[src/rtl/muldiv_sequencer_pkg.sv]
`default_nettype none
// ============================================================================
// Module      : global_types (package)
// Description : Shared types and constants for the MULTU/DIVU HI/LO unit.
//               muldiv_op_t    - operation selected with start
//               muldiv_state_t - sequencer control states
//               MD_COUNT_W     - iteration counter width for the default WIDTH
// Revision    : 1.0 - initial release
// ============================================================================
package global_types;

    localparam int MD_WIDTH   = 32;
    localparam int MD_COUNT_W = $clog2(MD_WIDTH);

    typedef enum logic {
        MD_MULTU = 1'b0,
        MD_DIVU  = 1'b1
    } muldiv_op_t;

    typedef enum logic [1:0] {
        MD_IDLE   = 2'd0,
        MD_RUN    = 2'd1,
        MD_FINISH = 2'd2
    } muldiv_state_t;

endpackage : global_types
`default_nettype wire

[src/rtl/muldiv_sequencer_step.sv]
`default_nettype none
// ============================================================================
// Module      : muldiv_step
// Description : Purely combinational single iteration of the HI/LO datapath.
//               The accumulator is 2*WIDTH bits: {upper, lower}.
//               MULTU: lower holds the shifting multiplier; when its LSB is
//                      set the multiplicand is added into upper with carry,
//                      then the whole {carry, upper, lower} shifts right by 1.
//               DIVU : upper holds the partial remainder, lower the dividend
//                      being shifted out / quotient being shifted in
//                      (restoring division). The quotient bit lands in the
//                      LSB of the next accumulator.
// Ports       : i_op       - operation in flight
//               i_acc      - current accumulator
//               i_operand  - multiplicand (MULTU) or divisor (DIVU)
//               o_acc_next - accumulator after this iteration
// Revision    : 1.0 - initial release
// ============================================================================
module muldiv_step
    import global_types::*;
#(
    parameter int WIDTH = 32
) (
    input  muldiv_op_t           i_op,
    input  logic [2*WIDTH-1:0]   i_acc,
    input  logic [WIDTH-1:0]     i_operand,
    output logic [2*WIDTH-1:0]   o_acc_next
);

    logic [WIDTH-1:0]   w_upper;
    logic [WIDTH-1:0]   w_lower;

    // Multiply path
    logic [WIDTH:0]     w_sum;
    logic [2*WIDTH-1:0] w_mul_next;

    // Divide path
    logic [WIDTH:0]     w_partial;
    logic [WIDTH+1:0]   w_diff;
    logic               w_qbit;
    logic [WIDTH-1:0]   w_rem;
    logic [2*WIDTH-1:0] w_div_next;
    logic               w_unused_diff;

    assign w_upper = i_acc[2*WIDTH-1:WIDTH];
    assign w_lower = i_acc[WIDTH-1:0];

    // Shift-add: the WIDTH+1 bit sum keeps the carry so nothing is lost
    // when it is shifted back down into the upper half.
    assign w_sum      = {1'b0, w_upper} + (w_lower[0] ? {1'b0, i_operand} : {(WIDTH+1){1'b0}});
    assign w_mul_next = {w_sum, w_lower[WIDTH-1:1]};

    // Restoring division: trial-subtract the divisor from {rem, next MSB}.
    // One extra guard bit makes the sign of the difference explicit.
    assign w_partial = {w_upper, w_lower[WIDTH-1]};
    assign w_diff    = {1'b0, w_partial} - {2'b00, i_operand};
    assign w_qbit    = ~w_diff[WIDTH+1];
    // A kept difference is always below the divisor, so it fits WIDTH bits;
    // a restored partial is below the divisor as well, so its top bit is 0.
    assign w_rem      = w_qbit ? w_diff[WIDTH-1:0] : w_partial[WIDTH-1:0];
    assign w_div_next = {w_rem, w_lower[WIDTH-2:0], w_qbit};

    assign w_unused_diff = w_diff[WIDTH];

    assign o_acc_next = (i_op == MD_DIVU) ? w_div_next : w_mul_next;

endmodule : muldiv_step
`default_nettype wire

[src/rtl/muldiv_sequencer.sv]
`default_nettype none
// ============================================================================
// Module      : muldiv_sequencer
// Description : Iterative HI/LO unit executing MULTU and DIVU beside the ALU.
//               Owns the HI/LO registers, sequences one datapath iteration
//               per cycle and freezes the pipeline when a new mul/div or a
//               HI/LO read arrives while an operation is in flight.
//               Optional feature macro: MULDIV_EARLY_TERM_EN - MULTU leaves
//               RUN once the remaining multiplier bits are all zero.
// Ports       : clock    - system clock, rising edge
//               reset_n  - asynchronous active-low reset
//               start    - request new operation, held until accepted
//               op       - 0 = MULTU, 1 = DIVU, sampled with start
//               a, b     - rs / rt operands
//               read_req - MFHI/MFLO in decode
//               busy     - operation in RUN
//               stall    - pipeline freeze request
//               done     - one-cycle pulse, HI/LO hold the new result
//               hi, lo   - HI/LO registers
// Revision    : 1.0 - initial release
// ============================================================================
module muldiv_sequencer
    import global_types::*;
#(
    parameter int WIDTH = 32
) (
    input  logic             clock,
    input  logic             reset_n,
    input  logic             start,
    input  logic             op,
    input  logic [WIDTH-1:0] a,
    input  logic [WIDTH-1:0] b,
    input  logic             read_req,
    output logic             busy,
    output logic             stall,
    output logic             done,
    output logic [WIDTH-1:0] hi,
    output logic [WIDTH-1:0] lo
);

    localparam int CNT_W = $clog2(WIDTH);

    muldiv_state_t      r_state;
    muldiv_state_t      w_state_next;
    muldiv_op_t         r_op;
    logic [2*WIDTH-1:0] r_acc;
    logic [WIDTH-1:0]   r_operand;
    logic [CNT_W-1:0]   r_count;
    logic [WIDTH-1:0]   r_hi;
    logic [WIDTH-1:0]   r_lo;

    logic [2*WIDTH-1:0] w_acc_next;
    logic [2*WIDTH-1:0] w_result;
    logic               w_accept;
    logic               w_last;
    logic               w_busy;

    // ------------------------------------------------------------------
    // Single-iteration datapath
    // ------------------------------------------------------------------
    muldiv_step #(
        .WIDTH      (WIDTH)
    ) u_step (
        .i_op       (r_op),
        .i_acc      (r_acc),
        .i_operand  (r_operand),
        .o_acc_next (w_acc_next)
    );

    // ------------------------------------------------------------------
    // Termination and result alignment
    // ------------------------------------------------------------------
`ifdef MULDIV_EARLY_TERM_EN
    logic [WIDTH-1:0] r_mplier;
    logic [CNT_W:0]   w_cnt_inc;
    logic [CNT_W-1:0] w_shift;

    assign w_cnt_inc = {1'b0, r_count} + {{CNT_W{1'b0}}, 1'b1};
    // After count+1 iterations only b >> (count+1) remains to be consumed.
    assign w_last    = (r_count == CNT_W'(WIDTH-1)) ||
                       ((r_op == MD_MULTU) && ((r_mplier >> w_cnt_inc) == '0));
    // A MULTU stopped after n iterations sits WIDTH-n places too high.
    assign w_shift   = CNT_W'(WIDTH-1) - r_count;
    assign w_result  = (r_op == MD_MULTU) ? (w_acc_next >> w_shift) : w_acc_next;
`else
    assign w_last    = (r_count == CNT_W'(WIDTH-1));
    assign w_result  = w_acc_next;
`endif

    // ------------------------------------------------------------------
    // Control FSM: state register
    // ------------------------------------------------------------------
    always_ff @(posedge clock or negedge reset_n) begin
        if (!reset_n) begin
            r_state <= MD_IDLE;
        end else begin
            r_state <= w_state_next;
        end
    end

    // ------------------------------------------------------------------
    // Control FSM: next state and outputs
    // ------------------------------------------------------------------
    always_comb begin
        w_state_next = r_state;
        w_accept     = 1'b0;
        w_busy       = 1'b0;
        done         = 1'b0;
        case (r_state)
            MD_IDLE: begin
                if (start) begin
                    w_accept     = 1'b1;
                    w_state_next = MD_RUN;
                end
            end
            MD_RUN: begin
                w_busy = 1'b1;
                if (w_last) begin
                    w_state_next = MD_FINISH;
                end
            end
            MD_FINISH: begin
                done = 1'b1;
                // Back-to-back: a waiting requester is taken here directly.
                if (start) begin
                    w_accept     = 1'b1;
                    w_state_next = MD_RUN;
                end else begin
                    w_state_next = MD_IDLE;
                end
            end
            default: begin
                w_state_next = MD_IDLE;
            end
        endcase
        busy  = w_busy;
        stall = w_busy & (start | read_req);
    end

    // ------------------------------------------------------------------
    // Datapath registers and HI/LO
    // ------------------------------------------------------------------
    always_ff @(posedge clock or negedge reset_n) begin
        if (!reset_n) begin
            r_op      <= MD_MULTU;
            r_acc     <= '0;
            r_operand <= '0;
            r_count   <= '0;
            r_hi      <= '0;
            r_lo      <= '0;
`ifdef MULDIV_EARLY_TERM_EN
            r_mplier  <= '0;
`endif
        end else if (w_accept) begin
            // MULTU: lower = multiplier, operand = multiplicand.
            // DIVU : lower = dividend,   operand = divisor.
            r_op      <= muldiv_op_t'(op);
            r_operand <= op ? b : a;
            r_acc     <= {{WIDTH{1'b0}}, (op ? a : b)};
            r_count   <= '0;
`ifdef MULDIV_EARLY_TERM_EN
            r_mplier  <= b;
`endif
        end else if (r_state == MD_RUN) begin
            r_acc   <= w_acc_next;
            r_count <= r_count + 1'b1;
            // HI/LO change only here, so no partial result is ever visible.
            if (w_last) begin
                r_hi <= w_result[2*WIDTH-1:WIDTH];
                r_lo <= w_result[WIDTH-1:0];
            end
        end
    end

    assign hi = r_hi;
    assign lo = r_lo;

endmodule : muldiv_sequencer
`default_nettype wire

[config.mk]
export PLATFORM = sky130hd
export DESIGN_NAME = muldiv_sequencer
export DESIGN_NICKNAME = d
export VERILOG_FILES = /design/src/rtl/muldiv_sequencer_pkg.sv /design/src/rtl/muldiv_sequencer_step.sv /design/src/rtl/muldiv_sequencer.sv
export SDC_FILE = /design/constraint.sdc
export NUM_CORES = 1
export LEC_CHECK = 0
export BUFFER_PORTS_ARGS = -buffer_cell sky130_fd_sc_hd__clkbuf_2
export CAP_MARGIN = 40
export CORE_AREA = 2 2 179 181
export CTS_BUF_LIST = sky130_fd_sc_hd__clkbuf_4
export CTS_CLUSTER_SIZE = 20
export DETAILED_ROUTE_END_ITERATION = 6
export DIE_AREA = 0 0 181 183
export GPL_TIMING_DRIVEN = 0
export SETUP_SLACK_MARGIN = 0.1
export SLEW_MARGIN = 20
export SYNTH_ARGS = -nofsm -noshare
export SYNTH_HDL_FRONTEND = slang
export SYNTH_SLANG_ARGS = --single-unit
[constraint.sdc]
create_clock -name clock -period 3.3 [get_ports clock]
set_clock_uncertainty 0.1 [all_clocks]
set_input_delay 0.66 -clock clock [delete_from_list [all_inputs] [get_ports clock]]
set_output_delay 0.66 -clock clock [all_outputs]
set_load 0.005 [all_outputs]
# Word level (Yosys, flattened, before mapping)
# Index checks and enable logic that the tools add are counted.
# W data, S select, Z words.
[classes] add_sub_neg=3 multipliers=0 n_div=0 n_lt_le_gt_ge=0 n_eq_ne=5 n_shift=0 n_mux=17 bitwise=4 reduce_logical=5
[op_table] op="$mux W64" count=3
[op_table] op="$mux W32" count=4
[op_table] op="$sub A33 B32 Y34" count=1
[op_table] op="$add A32 B33 Y33" count=1
[op_table] op="$mux W5" count=2
[op_table] op="$pmux W2 S3" count=1
[op_table] op="$add A5 B1 Y5 const B" count=1
[op_table] op="$eq A5 B5 Y1 const B" count=1
[op_table] op="$mux W1" count=5
[op_table] op="$mux W2" count=2
[op_table] op="$ne A2 B2 Y1 const B" count=2
[op_table] op="$reduce_and A3 Y1" count=1
[op_table] op="$eq A2 B1 Y1 const B" count=1
[op_table] op="$eq A2 B2 Y1 const B" count=1
[op_table] op="$logic_not A2 Y1" count=1
[op_table] op="$not A1 Y1" count=2
[op_table] op="$reduce_and A2 Y1" count=1
[op_table] op="$reduce_bool A2 Y1" count=1
[op_table] op="$reduce_or A2 Y1" count=1
[op_table] op="$and A1 B1 Y1" count=1
[op_table] op="$or A1 B1 Y1" count=1
[word_totals] register_bits=168 latch_bits=0 ramBits=0 romBits=0 input_bits=69 output_inout_bits=67 word_cells=41 memories=0

# Depth between registers and ports, before layout
[depth] depth_word=5 ltp_mapped=13 mapped_depth_nobuf=12

# By module
# From an unflattened synthesis, not the netlist that was laid out.
[hier_totals] cells_unflattened=1276 hier_area_um2=11868.9
[by_module_without_submodules] module="muldiv_sequencer" instances=1 cells_per_inst=594 area_per_inst_um2=7299.5 seq_area_each_um2=4204.0
[by_module_without_submodules] module="muldiv_step" instances=1 cells_per_inst=682 area_per_inst_um2=4569.4 seq_area_each_um2=0.0

# Worst setup path before layout
# OpenSTA, ideal clock, no wires.
[synth_timing] kind="register to register" from="register r_acc[0]" to="register r_hi[29] (netlist: hi[29])" setup_ns=0.132 arrival_time_ns=3.397 t_required_ns=3.068 setup_slack_ns=-0.329 path_stages_with_launch=14 n_path_buf=1 cell_sequence="dfrtp_1 -> clkbuf_1 -> and2_1 -> ha_1 -> fa_1 -> a21o_1 -> a221oi_2 -> or3_1 -> o32ai_1 -> or4_4 -> o31a_1 -> or4_1 -> nand3_2 -> o221ai_2"
[synth_between] elab_chain_cells=3
[synth_rtl] item="start: declaration" line="muldiv_sequencer.sv:46" text="logic [2*WIDTH-1:0] r_acc;"
[synth_rtl] item="start signal: assignment" line="muldiv_sequencer.sv:159" text="r_acc <= {{WIDTH{1'b0}}, (op ? a : b)};"
[synth_rtl] item="start signal: assignment" line="muldiv_sequencer.sv:165" text="r_acc <= w_acc_next;"
[synth_rtl] item="$mux W32" line="muldiv_sequencer_step.sv:50" text="assign w_sum = {1'b0, w_upper} + (w_lower[0] ? {1'b0, i_operand} : {(WIDTH+1){1'b0}});"
[synth_rtl] item="$add A32 B33 Y33" line="muldiv_sequencer_step.sv:50"
[synth_rtl] item="$mux W64" line="muldiv_sequencer_step.sv:65" text="assign o_acc_next = (i_op == MD_DIVU) ? w_div_next : w_mul_next;"
[synth_rtl] item="end signal: assignment" line="muldiv_sequencer.sv:169" text="r_hi <= w_result[2*WIDTH-1:WIDTH];"
[synth_rtl] item="end: declaration" line="muldiv_sequencer.sv:49" text="logic [WIDTH-1:0] r_hi;"
# No other way between the ends.
# A chain may end at the register's enable or synchronous reset.

# Worst setup path in the final report
[layout_timing] from="register r_acc[0]" to="register r_hi[25] (netlist: hi[25])"
# The elaborated chain is that of the path after synthesis.

==> insert_results.sql <==
INSERT INTO impl_metrics (metric_group, metric, value, unit) VALUES
('run_status', 'failed_checks', 'negative setup slack', ''),
('worst_setup_path', 'setup_slack_reg_to_reg', '-370', 'ps'),
('synthesis', 'postSynth.asyncResetShare', '1.00', ''),
('global_routing', 'grt_max_degree', '65', ''),
('synthesis', 'synth_sequential_area_ratio', '0.361', ''),
('min_path', 'hold_end', 'r_operand[28]', ''),
('synthesis', 'post_synth_most_frequent_cells', '168 x sky130_fd_sc_hd__dfrtp_1, 149 x sky130_fd_sc_hd__o21ai_0, 148 x sky130_fd_sc_hd__nand2_1', ''),
('synthesis', 'synthesis.area_per_instance', '8.69', 'um2'),
('worst_setup_path', 'worstPathArrival', '4050', 'ps'),
('detailed_routing', 'antenna_left', '0', ''),
('flow_run', 'max_cap_violation_count', '0', ''),
('layout', 'flow.area_growth_from_synthesis', '28.0', '%'),
('worst_setup_path', 'timing.critical_path.cells', 'buf_8 > and2_4 > ha_4 > fa_2 > a21o_1 > a221oi_4 > or3_4 > o32ai_2 > or4_4 > o31a_1 > buf_4 > xnor2_2 > o22a_1 > o21ai_1', ''),
('floorplan', 'die_area', '33100', 'um2'),
('sta', 'final.period_utilization', '1.11', ''),
('synthesis', 'synth_fa_ha_area_frac', '0.0742', ''),
('worst_setup_path', 'worstSetupPathType', 'reg2reg', ''),
('worst_setup_path', 'timing.critical_path.from_type', 'flop', ''),
('worst_setup_path', 'worstRegToRegCells', '14', ''),
('sta', 'finalWorstPathRequiredPeriod', '3670', 'ps'),
('detailed_routing', 'drc', '0', ''),
('worst_setup_path', 'critPathCaptureType', 'flop', ''),
('detailed_routing', 'via_per_inst', '5.70', ''),
('sta', 'hold_viol_final', '0', ''),
('synthesis', 'ys.flop_type', 'sky130_fd_sc_hd__dfrtp_1', ''),
('clock_network', 'clk-insertion-delay-late', '630', 'ps'),
('global_routing', 'grt_antenna_before_repair', '1', ''),
('synthesis', 'synth_xor_area_frac', '0.0383', ''),
('detailed_routing', 'initialDrtViolationCount', '812', ''),
('synthesis', 'synthDominantCellAreaShare', '0.361', ''),
('worst_setup_path', 'r2r_end', 'hi[25]', ''),
('floorplan', 'fp-row-count', '65', ''),
('global_routing', 'first_global_vias', '11100', ''),
('detailed_routing', 'route.final.wire_length', '41900', 'um'),
('synthesis', 'ys_types', '73', ''),
('synthesis', 'post_synthesis_simple_gate_area_fraction', '0.144', ''),
('clock_network', 'clock-sinks', '168', ''),
('place', 'post-dp-hpwl', '31600', 'um'),
('worst_setup_path', 'required_time_of_the_critical_path', '3680', 'ps'),
('sta', 'max_slew_violation_total_from_the_final_report', '0', ''),
('synthesis', 'combinational_family_with_the_most_area_after_synthesis', 'compound AO/OA/AOI/OAI gates', ''),
('floorplan', 'die_w', '181', 'um'),
('layout', 'multi_input_area', '8010', 'um2'),
('floorplan', 'chipHeight', '183', 'um'),
('synthesis', 'post_synth_edffs', '0', ''),
('worst_setup_path', 'worst_path_fanout_max', '4', ''),
('run_status', 'outcome', 'finished with violations', ''),
('synthesis', 'mappedNetlistArea', '11700', 'um2'),
('floorplan', 'ioPinCount', '136', ''),
('detailed_routing', 'wl_per_cell', '21.3', 'um'),
('synthesis', 'synth.largest_area_cell', 'sky130_fd_sc_hd__dfrtp_1', ''),
('layout', 'stdcell_area', '14900', 'um2'),
('min_path', 'hold_path_class', 'in2reg', ''),
('global_routing', 'grt_overflow', '0', ''),
('sta', 'slew_at_the_pin_closest_to_its_max_slew_limit', '975', 'ps'),
('synthesis', 'yosys_warnings', '0', ''),
('clock_network', 'worst_case_clock_buffer_depth', '2', ''),
('clock_network', 'cts_tree', 'built', ''),
('layout', 'fillCellCount', '3066', ''),
('worst_setup_path', 'crit_path_largest_cell_delay', '480', 'ps'),
('sta', 'fin_ws', '-369', 'ps'),
('sta', 'setup_viol', '29', ''),
('sta', 'maxSlewHeadroom', '0.350', ''),
('min_path', 'worst_hold_startpoint', 'a[28]', ''),
('global_routing', 'global_route.usage.total', '0.249', ''),
('worst_setup_path', 'worst_r2r_startpoint', 'r_acc[0]', ''),
('synthesis', 'post_synth_main_area_contributors', 'sky130_fd_sc_hd__dfrtp_1 36%, sky130_fd_sc_hd__mux2i_1 9.4%, sky130_fd_sc_hd__ha_1 7.1%, sky130_fd_sc_hd__o21ai_0 6.4%, sky130_fd_sc_hd__a21oi_1 5.0%', ''),
('place', 'gp_congestion', '0.947', ''),
('synthesis', 'synth.ff_latch_count', '168', ''),
('worst_setup_path', 'critPathTopFamily', 'compound AO/OA/AOI/OAI gates', ''),
('layout', 'final_layout_size_suffix_gt1_frac', '0.271', '');
## state kept, by name, summed over array words and instances (netlist names)
signal     count
r_operand     32
r_count        5
r_op           1
hi            32
r_acc         64
lo            32
r_state        2
## cells in the final DEF, fill, tap and decap left out, types with 13 or more instances in the layout
cell	instances
sky130_fd_sc_hd__nor2_1	87
sky130_fd_sc_hd__inv_1	53
sky130_fd_sc_hd__buf_4	42
sky130_fd_sc_hd__o21ai_1	13
sky130_fd_sc_hd__o211ai_1	13
sky130_fd_sc_hd__mux2_4	14
sky130_fd_sc_hd__clkbuf_1	50
sky130_fd_sc_hd__xnor2_1	28
sky130_fd_sc_hd__a21oi_1	92
sky130_fd_sc_hd__xor2_1	15
sky130_fd_sc_hd__clkbuf_4	19
sky130_fd_sc_hd__dfrtp_1	153
sky130_fd_sc_hd__and2_1	35
sky130_fd_sc_hd__a21o_1	32
sky130_fd_sc_hd__clkbuf_2	139
sky130_fd_sc_hd__dfrtp_2	15
sky130_fd_sc_hd__ha_4	16
sky130_fd_sc_hd__a22o_1	17
sky130_fd_sc_hd__buf_6	19
sky130_fd_sc_hd__nand2_1	142
sky130_fd_sc_hd__a21oi_2	22
sky130_fd_sc_hd__nand3_1	22
sky130_fd_sc_hd__mux2i_1	104
sky130_fd_sc_hd__ha_1	43
sky130_fd_sc_hd__o21ai_0	129
## worst min-delay path: stages
cell and delay (ps):
sky130_fd_sc_hd__clkbuf_2 90, sky130_fd_sc_hd__mux2i_1 60, sky130_fd_sc_hd__o21ai_0 130
## stage by stage
step	util	hold slack, ps	std cells	TNS [ps]	setup slack (ps)
final	0.478	249	1973	-4340	-369
after global routing	0.478	239	1973	-7190	-448
after CTS	0.451	217	1942	-2280	-478
after detailed placement	0.414	374	1883	-27440	-864
after global placement	0.411	366	1878	-343310	-1910
after floorplan	-	264	1342	-500	-237
## final cells by class
type / count / share of cell area
sequential: 168 / 0.283
tap: 402 / 0.0337
multi-input combinational: 1046 / 0.537
antenna: 1 / 0.000168
clock inverter: 14 / 0.0114
clock buffer: 18 / 0.00906
timing repair buffer: 200 / 0.0900
buffer: 70 / 0.0222
inverter: 54 / 0.0136
## layer usage
metal	GRT usage	part of all wire
met1	0.339	0.45
met2	0.406	0.46
met3	0.0391	0.065
met4	0.0865	0.031
met5	0	0
## cells by family after synthesis
family / Yosys count
AO/OA/AOI/OAI: 434
flip-flops: 168
multiplexers: 127
AND/OR/NAND/NOR: 366
adder cells (fa/ha/maj): 68
XOR/XNOR: 51
buffers and inverters: 128
## worst max-delay path by stage
stage / startpoint / end / slack, ps
floorplan: r_acc[0] / hi[29] / -240
CTS: r_acc[0] / hi[29] / -480
finish: r_acc[0] / hi[25] / -370
global route: r_acc[0] / hi[25] / -450
detailed placement: r_acc[0] / hi[29] / -860
global placement: reset_n / lo[26] / -1910
## timing repair
action                     CTS  global route
pin swaps                   34            57
hold endpoints to repair    47             0
setup endpoints to repair   67            61
hold buffers                 1             0
setup buffers               28            30
cloned                       0             1
gates resized for setup    124           137
Power is left out: the tool's default activity adds up to more than one toggle a clock period on the data nets, which glitch-free logic cannot reach.
